<file path="config.mk">
export PLATFORM = sky130hd
export DESIGN_NAME = wms2_video_out_flat
export DESIGN_NICKNAME = d
export VERILOG_FILES = /design/src/rtl/wms2_video_out_if.sv /design/src/rtl/wms2_video_out.sv /design/src/flat_wrapper.sv
export SDC_FILE = /design/constraint.sdc
export NUM_CORES = 1
export LEC_CHECK = 0
export BUFFER_PORTS_ARGS = -buffer_cell sky130_fd_sc_hd__buf_2
export CAP_MARGIN = 20
export CORE_MARGIN = 10
export CORE_UTILIZATION = 40
export DETAILED_ROUTE_END_ITERATION = 10
export HOLD_SLACK_MARGIN = 0.12
export MAX_ROUTING_LAYER = met4
export PLACE_DENSITY = 0.53
export SKIP_CTS_REPAIR_TIMING = 1
export SLEW_MARGIN = 20
export SYNTH_ARGS = -nofsm -noshare
export SYNTH_HDL_FRONTEND = slang
export SYNTH_SLANG_ARGS = --single-unit
</file>
<file path="constraint.sdc">
create_clock -name clk_48 -period 5.54 [get_ports clk_48]
set_clock_uncertainty 0.1 [all_clocks]
set_input_delay 0.554 -clock clk_48 [delete_from_list [all_inputs] [get_ports clk_48]]
set_output_delay 0.554 -clock clk_48 [all_outputs]
set_load 0.02 [all_outputs]
</file>
<file path="src/rtl/wms2_video_out_if.sv">
// Video port bundle for wms2_video_out: core-side colour/blank/sync inputs
// and scaler-side pixel outputs. The core side drives the master modport.
interface wms2_video_out_if #(
    parameter int unsigned LINE_W = 9
);
    logic [3:0]        r_in;
    logic [3:0]        g_in;
    logic [3:0]        b_in;
    logic [3:0]        i_in;
    logic              hblank_in;
    logic              vblank_in;
    logic              hs_in;
    logic              vs_in;

    logic              ce_pix;
    logic [7:0]        rgb_r;
    logic [7:0]        rgb_g;
    logic [7:0]        rgb_b;
    logic              hblank;
    logic              vblank;
    logic              hsync_n;
    logic              vsync_n;
    logic              de;
    logic [LINE_W-1:0] line_cnt;

    modport master (
        output r_in, g_in, b_in, i_in, hblank_in, vblank_in, hs_in, vs_in,
        input  ce_pix, rgb_r, rgb_g, rgb_b, hblank, vblank, hsync_n, vsync_n, de, line_cnt
    );

    modport slave (
        input  r_in, g_in, b_in, i_in, hblank_in, vblank_in, hs_in, vs_in,
        output ce_pix, rgb_r, rgb_g, rgb_b, hblank, vblank, hsync_n, vsync_n, de, line_cnt
    );
endinterface

</file>
<file path="src/rtl/wms2_video_out.sv">
// Williams-2 pixel output stage: 1-in-2^DIV_W pixel enable, three-stage
// colour x intensity to 8-bit linear RGB pipeline with aligned blank/sync/DE,
// and a saturating line counter cleared by vsync.
// Optional: define WMS2_BIT_SWAP_EN to reorder R/B nibbles as {c1,c2,c3,c0}.
module wms2_video_out #(
    parameter int unsigned LINE_W = 9,
    parameter int unsigned DIV_W  = 3
) (
    input logic              clk_48,
    input logic              reset_n,
    wms2_video_out_if.slave  vid
);

    logic [DIV_W-1:0]  div_q;
    logic              ce_q;

    logic [3:0]        s1_r_q, s1_g_q, s1_b_q, s1_i_q;
    logic              s1_hb_q, s1_vb_q, s1_hs_q, s1_vs_q;

    logic [7:0]        s2_pr_q, s2_pg_q, s2_pb_q;
    logic              s2_hb_q, s2_vb_q, s2_hs_q, s2_vs_q;

    logic [7:0]        o_r_q, o_g_q, o_b_q;
    logic              o_hb_q, o_vb_q, o_de_q, o_hs_n_q, o_vs_n_q;

    logic              hs_hist_q, vs_hist_q;
    logic [LINE_W-1:0] line_q;

    logic [3:0]        r_cap, b_cap;
    logic              hs_rise, vs_rise, blank2;

`ifdef WMS2_BIT_SWAP_EN
    // Undo the colour-chip wiring on R and B.
    assign r_cap = {vid.r_in[1], vid.r_in[2], vid.r_in[3], vid.r_in[0]};
    assign b_cap = {vid.b_in[1], vid.b_in[2], vid.b_in[3], vid.b_in[0]};
`else
    assign r_cap = vid.r_in;
    assign b_cap = vid.b_in;
`endif

    assign hs_rise = s1_hs_q & ~hs_hist_q;
    assign vs_rise = s1_vs_q & ~vs_hist_q;
    assign blank2  = s2_hb_q | s2_vb_q;

    // 0..225 scaled to 0..255: (p * 1161) >> 10 with an 18-bit product.
    function automatic logic [7:0] scale(input logic [7:0] p);
        logic [17:0] prod;
        prod = {10'd0, p} * 18'd1161;
        return prod[17:10];
    endfunction

    // Free-running divider; ce_pix is registered from the pre-increment value.
    always_ff @(posedge clk_48 or negedge reset_n) begin
        if (!reset_n) begin
            div_q <= '0;
            ce_q  <= 1'b0;
        end else begin
            div_q <= div_q + 1'b1;
            ce_q  <= (div_q == '0);
        end
    end

    // Stage 1: capture core outputs.
    always_ff @(posedge clk_48 or negedge reset_n) begin
        if (!reset_n) begin
            s1_r_q  <= '0;
            s1_g_q  <= '0;
            s1_b_q  <= '0;
            s1_i_q  <= '0;
            s1_hb_q <= 1'b1;
            s1_vb_q <= 1'b1;
            s1_hs_q <= 1'b0;
            s1_vs_q <= 1'b0;
        end else if (ce_q) begin
            s1_r_q  <= r_cap;
            s1_g_q  <= vid.g_in;
            s1_b_q  <= b_cap;
            s1_i_q  <= vid.i_in;
            s1_hb_q <= vid.hblank_in;
            s1_vb_q <= vid.vblank_in;
            s1_hs_q <= vid.hs_in;
            s1_vs_q <= vid.vs_in;
        end
    end

    // Stage 2: colour x intensity products, flags delayed alongside.
    always_ff @(posedge clk_48 or negedge reset_n) begin
        if (!reset_n) begin
            s2_pr_q <= '0;
            s2_pg_q <= '0;
            s2_pb_q <= '0;
            s2_hb_q <= 1'b1;
            s2_vb_q <= 1'b1;
            s2_hs_q <= 1'b0;
            s2_vs_q <= 1'b0;
        end else if (ce_q) begin
            s2_pr_q <= {4'd0, s1_r_q} * {4'd0, s1_i_q};
            s2_pg_q <= {4'd0, s1_g_q} * {4'd0, s1_i_q};
            s2_pb_q <= {4'd0, s1_b_q} * {4'd0, s1_i_q};
            s2_hb_q <= s1_hb_q;
            s2_vb_q <= s1_vb_q;
            s2_hs_q <= s1_hs_q;
            s2_vs_q <= s1_vs_q;
        end
    end

    // Stage 3: scale to 8-bit linear, black during blanking, invert syncs.
    always_ff @(posedge clk_48 or negedge reset_n) begin
        if (!reset_n) begin
            o_r_q    <= '0;
            o_g_q    <= '0;
            o_b_q    <= '0;
            o_hb_q   <= 1'b1;
            o_vb_q   <= 1'b1;
            o_de_q   <= 1'b0;
            o_hs_n_q <= 1'b1;
            o_vs_n_q <= 1'b1;
        end else if (ce_q) begin
            o_r_q    <= blank2 ? 8'd0 : scale(s2_pr_q);
            o_g_q    <= blank2 ? 8'd0 : scale(s2_pg_q);
            o_b_q    <= blank2 ? 8'd0 : scale(s2_pb_q);
            o_hb_q   <= s2_hb_q;
            o_vb_q   <= s2_vb_q;
            o_de_q   <= ~blank2;
            o_hs_n_q <= ~s2_hs_q;
            o_vs_n_q <= ~s2_vs_q;
        end
    end

    // Line counter from stage-1 sync edges; vsync clear wins over hsync count.
    always_ff @(posedge clk_48 or negedge reset_n) begin
        if (!reset_n) begin
            hs_hist_q <= 1'b0;
            vs_hist_q <= 1'b0;
            line_q    <= '0;
        end else if (ce_q) begin
            hs_hist_q <= s1_hs_q;
            vs_hist_q <= s1_vs_q;
            if (vs_rise) begin
                line_q <= '0;
            end else if (hs_rise && (line_q != '1)) begin
                line_q <= line_q + 1'b1;
            end
        end
    end

    assign vid.ce_pix   = ce_q;
    assign vid.rgb_r    = o_r_q;
    assign vid.rgb_g    = o_g_q;
    assign vid.rgb_b    = o_b_q;
    assign vid.hblank   = o_hb_q;
    assign vid.vblank   = o_vb_q;
    assign vid.de       = o_de_q;
    assign vid.hsync_n  = o_hs_n_q;
    assign vid.vsync_n  = o_vs_n_q;
    assign vid.line_cnt = line_q;

endmodule

</file>
<file path="src/flat_wrapper.sv">
// flat-port wrapper written by rule: the top's interface ports become plain ports
module wms2_video_out_flat 
#(
    parameter int unsigned LINE_W = 9,
    parameter int unsigned DIV_W  = 3
)
  (clk_48, reset_n, vid_r_in, vid_g_in, vid_b_in, vid_i_in, vid_hblank_in, vid_vblank_in, vid_hs_in, vid_vs_in, vid_ce_pix, vid_rgb_r, vid_rgb_g, vid_rgb_b, vid_hblank, vid_vblank, vid_hsync_n, vid_vsync_n, vid_de, vid_line_cnt);
  wms2_video_out_if #(.LINE_W(LINE_W)) vid_i ();
  input logic clk_48;
  input logic reset_n;
  input wire logic [$bits(vid_i.r_in)-1:0] vid_r_in;
  input wire logic [$bits(vid_i.g_in)-1:0] vid_g_in;
  input wire logic [$bits(vid_i.b_in)-1:0] vid_b_in;
  input wire logic [$bits(vid_i.i_in)-1:0] vid_i_in;
  input wire logic [$bits(vid_i.hblank_in)-1:0] vid_hblank_in;
  input wire logic [$bits(vid_i.vblank_in)-1:0] vid_vblank_in;
  input wire logic [$bits(vid_i.hs_in)-1:0] vid_hs_in;
  input wire logic [$bits(vid_i.vs_in)-1:0] vid_vs_in;
  output wire logic [$bits(vid_i.ce_pix)-1:0] vid_ce_pix;
  output wire logic [$bits(vid_i.rgb_r)-1:0] vid_rgb_r;
  output wire logic [$bits(vid_i.rgb_g)-1:0] vid_rgb_g;
  output wire logic [$bits(vid_i.rgb_b)-1:0] vid_rgb_b;
  output wire logic [$bits(vid_i.hblank)-1:0] vid_hblank;
  output wire logic [$bits(vid_i.vblank)-1:0] vid_vblank;
  output wire logic [$bits(vid_i.hsync_n)-1:0] vid_hsync_n;
  output wire logic [$bits(vid_i.vsync_n)-1:0] vid_vsync_n;
  output wire logic [$bits(vid_i.de)-1:0] vid_de;
  output wire logic [$bits(vid_i.line_cnt)-1:0] vid_line_cnt;
  assign vid_i.r_in = vid_r_in;
  assign vid_i.g_in = vid_g_in;
  assign vid_i.b_in = vid_b_in;
  assign vid_i.i_in = vid_i_in;
  assign vid_i.hblank_in = vid_hblank_in;
  assign vid_i.vblank_in = vid_vblank_in;
  assign vid_i.hs_in = vid_hs_in;
  assign vid_i.vs_in = vid_vs_in;
  assign vid_ce_pix = vid_i.ce_pix;
  assign vid_rgb_r = vid_i.rgb_r;
  assign vid_rgb_g = vid_i.rgb_g;
  assign vid_rgb_b = vid_i.rgb_b;
  assign vid_hblank = vid_i.hblank;
  assign vid_vblank = vid_i.vblank;
  assign vid_hsync_n = vid_i.hsync_n;
  assign vid_vsync_n = vid_i.vsync_n;
  assign vid_de = vid_i.de;
  assign vid_line_cnt = vid_i.line_cnt;
  wms2_video_out #(.LINE_W(LINE_W), .DIV_W(DIV_W)) u_core (.clk_48(clk_48), .reset_n(reset_n), .vid(vid_i));
endmodule
</file>
Yosys cells after proc, flatten, opt, wreduce, memory -nomap -nowiden:

Index checks and enable logic that the tools add are counted.

* bits in registers: 90
* logic and storage cells: 50

* add/sub/neg operators: 2
* multiply operators: 6
* eq/ne operators: 1
* multiplexer cells: 5
* bitwise gates (word level): 6
* reductions and logical operators: 4

Operator list (count)
* $mul 8x11->18 const B: 3
* $mul 4x4->8: 3
* $mux 8: 3
* $mux 9: 2
* $add 9x1->9 const B: 1
* $ne 9x9->1 const B: 1
* $add 3x1->3 const B: 1
* $logic_not 3->1: 1
* $not 1->1: 3
* $and 1x1->1: 2
* $reduce_and 2->1: 1
* $reduce_bool 2->1: 1
* $logic_and 1x1->1: 1
* $or 1x1->1: 1

Depth between registers and ports, before layout:

* word-level depth: 5
* depth in mapped cells: 12
* gate-level depth less buffers: 12

Worst setup path after synthesis:

No wires, ideal clock.

* kind: register -> register
* from: reg u_core.s1_i_q[3]
* to: reg u_core.s2_pb_q[7]
* library setup time: 0.125 ns
* data arrival time: 2.951 ns
* required time: 5.315 ns
* slack: 2.364 ns
* cell stages (with the launch flop): 13
* buffers on the path: 1
* clock period less this slack: 3.176 ns
* cell sequence: dfrtp_1 -> clkbuf_1 -> nand2_1 -> fa_1 -> inv_1 -> fa_1 -> ha_1 -> a21o_1 -> a21oi_1 -> o21bai_1 -> a21oi_1 -> xnor2_1 -> mux2_2

* cells in the longest elaborated chain, start to end: 1

Ends and longest elaborated chain
* from (decl): line wms2_video_out.sv:17 `logic [3:0] s1_r_q, s1_g_q, s1_b_q, s1_i_q;`
* from (signal assigned): line wms2_video_out.sv:78 `s1_i_q <= vid.i_in;`
* $mul 4x4->8: line wms2_video_out.sv:99 `s2_pb_q <= {4'd0, s1_b_q} * {4'd0, s1_i_q};`
* to (signal assigned): line wms2_video_out.sv:99
* to (decl): line wms2_video_out.sv:20 `logic [7:0] s2_pr_q, s2_pg_q, s2_pb_q;`

No other way between the ends.
A chain may end at the register's enable or synchronous reset.

Worst setup path after layout:

Ends and elaborated chain as after synthesis.

==> results.md <==
* Status: complete, no violations
* PwrDens at 340.1 nW/um2
* Reg clk slew, reported paths at 0.07 ns
* DR WL/cell at 14.37 um
* Max-slew violations at 0
* Post-synth top area share at 30.68%
* DP Worst Slack at 2.189 ns
* Number of synthesized flops with an enable pin at 0
* Sequential share of the synthesized area at 33.82%
* Finished Cell Area at 7502 um2
* CP delay by family, top: adder cells
* Cell total after placement at 893
* Initial drt markers at 189
* Initial Util at 40.62%
* Post-synthesis cell type count at 46
* RSZ-0062 raised after global routing: false
* Vias in the first global route at 4,809
* Worst EP arrival at 3.51 ns
* Clk sinks at 90
* Tcrit/Tclk final at 60.90%
* Area post-placement at 7214 um2
* Floorplan row count at 47
* Core footprint at 16,470 um2
* Routed wire length at 13,070 um
* Htree depth at 3
* Syn_area_per_cell at 10.63 um2
* Crit. End Element: flop
* Crit Path Class: reg -> reg
* Total GRT Usage at 13.11%
* Detailed-route DRC error count at 0
* Largest net degree at the start of global routing at 63
* CP max stage cell: dfrtp_1
* Die height at 149.3 um
* Crit Path Max Fanout at 13
* Area grow syn2layout at 12.16%
* Worst VDD drop at 0.1481 mV
* Via density at 5.000
* PnR Total Power at 2.552 mW
* CP Buf/Inv Count at 1
* Finished Core Util at 45.56%
* Global-route congestion overflow total at 0
* Hold Slack at 0.3251 ns
* #FFs+latches synth at 90
* Minimum clock period at 3.374 ns
* Syn Inst Count at 629
* Max_slew headroom at 43.74%
* I/O pin count at 61
* Nets at 849
* Yosys warns at 0
* Ys flop type: dfrtp_1
* Synthesized net count at 793
* Number of nets with antenna violations after routing at 0
* Highest clock rate at 296.4 MHz
* DP HPWL at 10,360 um
* Initial antenna violation count at 0
* Max_cap viols at 0
* Die Area at 22,300 um2
* Layout Cells excl Fill at 910
* P_leak at 3.863 nW
* Mapped Area at 6689 um2
* Most common cell in the synthesized netlist: ha_1
* Worst hold path class: in -> reg
* Critical Path Source Type: flop
* Async SR Flop Fraction at 100.0%
* First-pass GRT wire length at 23,400 um
* Tightest Pin Transition at 0.8418 ns
* CTS Buf Count at 9
* CTS tree: yes
* Endpoints failing hold at 0
* Final setup vio count at 0
* CP cell instances: nand2_1 -> fa_1 -> inv_1 -> fa_1 -> ha_1 -> a21o_1 -> a21oi_1 -> o21bai_1 -> a21oi_1 -> xnor2_1 -> mux2_2
* Antenna fix cells at 0
* Final worst slack at 2.166 ns
* GP Congestion at 0.8262
* Clk_lat worst skew at 0.35 ns
* Vias at 4,550
* Post-synth top cells: ha_1, dfrtp_1, inv_1
* I/O Buffers at 60
* Critical Path RT at 5.68 ns
* Filler Cells Inserted at 1,611
* Crit path largest cell delay at 0.57 ns
* Iteration count of the initial detailed-routing pass at 4
* Clock Root Buffer: clkbuf_16
* Dominant cell type by area after synthesis: dfrtp_1
* Setup TNS at 0 ns
* Clock tree buffer depth at 2
* Layout cells sized above 1 at 18.84%
* Top post-synthesis cells by area: dfrtp_1, ha_1, fa_1
* Die Wd at 149.3 um
==> state kept, by name, summed over array words and instances (netlist names), 3 cells and up <==
signal / cells
u_core.s2_pb_q: 8
u_core.div_q: 3
u_core.s2_pg_q: 8
u_core.vid.rgb_b: 8
u_core.s2_pr_q: 8
u_core.s1_r_q: 4
u_core.s1_g_q: 4
u_core.s1_b_q: 4
u_core.vid.rgb_g: 8
u_core.vid.rgb_r: 8
u_core.s1_i_q: 4
u_core.vid.line_cnt: 9
==> placed cells by master (no fill, tap or decap), drive strengths merged, types with 2 or more instances in the layout <==
| master | synthesis | final |
|---|---|---|
| ha | 118 | 118 |
| dfrtp | 82 | 82 |
| inv | 66 | 69 |
| buf | 6 | 62 |
| and2 | 38 | 38 |
| mux2 | 38 | 38 |
| nand2 | 33 | 33 |
| xnor2 | 25 | 25 |
| fa | 24 | 24 |
| o21ai | 22 | 22 |
| a21oi | 21 | 21 |
| o22ai | 19 | 19 |
| nor2 | 17 | 17 |
| nand3 | 12 | 12 |
| xor2 | 12 | 12 |
| nand4 | 9 | 9 |
| clkbuf | 12 | 9 |
| a21o | 8 | 8 |
| dfstp | 8 | 8 |
| nor3 | 6 | 6 |
| nor2b | 6 | 6 |
| a31oi | 5 | 5 |
| o21bai | 5 | 5 |
| and3 | 5 | 5 |
| mux2i | 4 | 4 |
| o21a | 4 | 4 |
| a22o | 4 | 4 |
| o32ai | 3 | 3 |
| a211oi | 3 | 3 |
| clkinv | 0 | 3 |
| or3 | 2 | 2 |
| a21boi | 2 | 2 |
==> logic make-up (layout without fill, tap and decap cells) <==
family | after synthesis | in the layout | share of synthesized area (%)
AO/OA/AOI/OAI | 103 | 103 | 10.06
flip-flops | 90 | 90 | 33.82
buffers and inverters | 84 | 145 | 4.770
adder cells (fa/ha/maj) | 142 | 142 | 29.26
XOR/XNOR | 37 | 37 | 4.845
multiplexers | 42 | 42 | 6.996
AND/OR/NAND/NOR | 131 | 131 | 10.25
==> final timing paths <==
kind / startpoint / endpoint / slack (ns) / cells after the start
max: u_core.s1_i_q[3] / u_core.s2_pb_q[7] / 2.17 / 11
min: vid_hs_in / u_core.s1_hs_q / 0.33 / 2
max reg2reg: u_core.s1_i_q[3] / u_core.s2_pb_q[7] / 2.17 / 11
min reg2reg: u_core.s2_vs_q / u_core.vid.vsync_n / 0.35 / 1
max in group asynchronous: reset_n / u_core.vid.ce_pix / 3.64 / 3
min in group asynchronous: reset_n / u_core.vid.rgb_b[1] / 0.62 / 2
==> final cells by class <==
class                   instances  area [um2]  share of cell area (%)
multi-input cells             455        4108                   54.75
flip-flops and latches         90        2266                   30.20
repair buffers                 63       327.8                   4.370
well taps                     220       275.3                   3.669
inverters                      66       247.7                   3.302
clock buffers                   9       225.2                   3.002
clock inverters                 7       52.55                  0.7005
==> per-layer routing <==
layer / track usage, % / wire (um)
met5: - / 0
met4: 4.416 / 197
met3: 2.822 / 492
met2: 19.57 / 5926
met1: 17.29 / 6456
==> power by group <==
part | switching (mW) | leakage [nW] | internal [mW]
clock | 0.276 | 0.137 | 0.308
sequential | 0.0797 | 1.12 | 0.747
combinational | 0.628 | 2.60 | 0.513
total | 0.983 | 3.86 | 1.57
No activity file was read; power rests on OpenSTA's default activity.
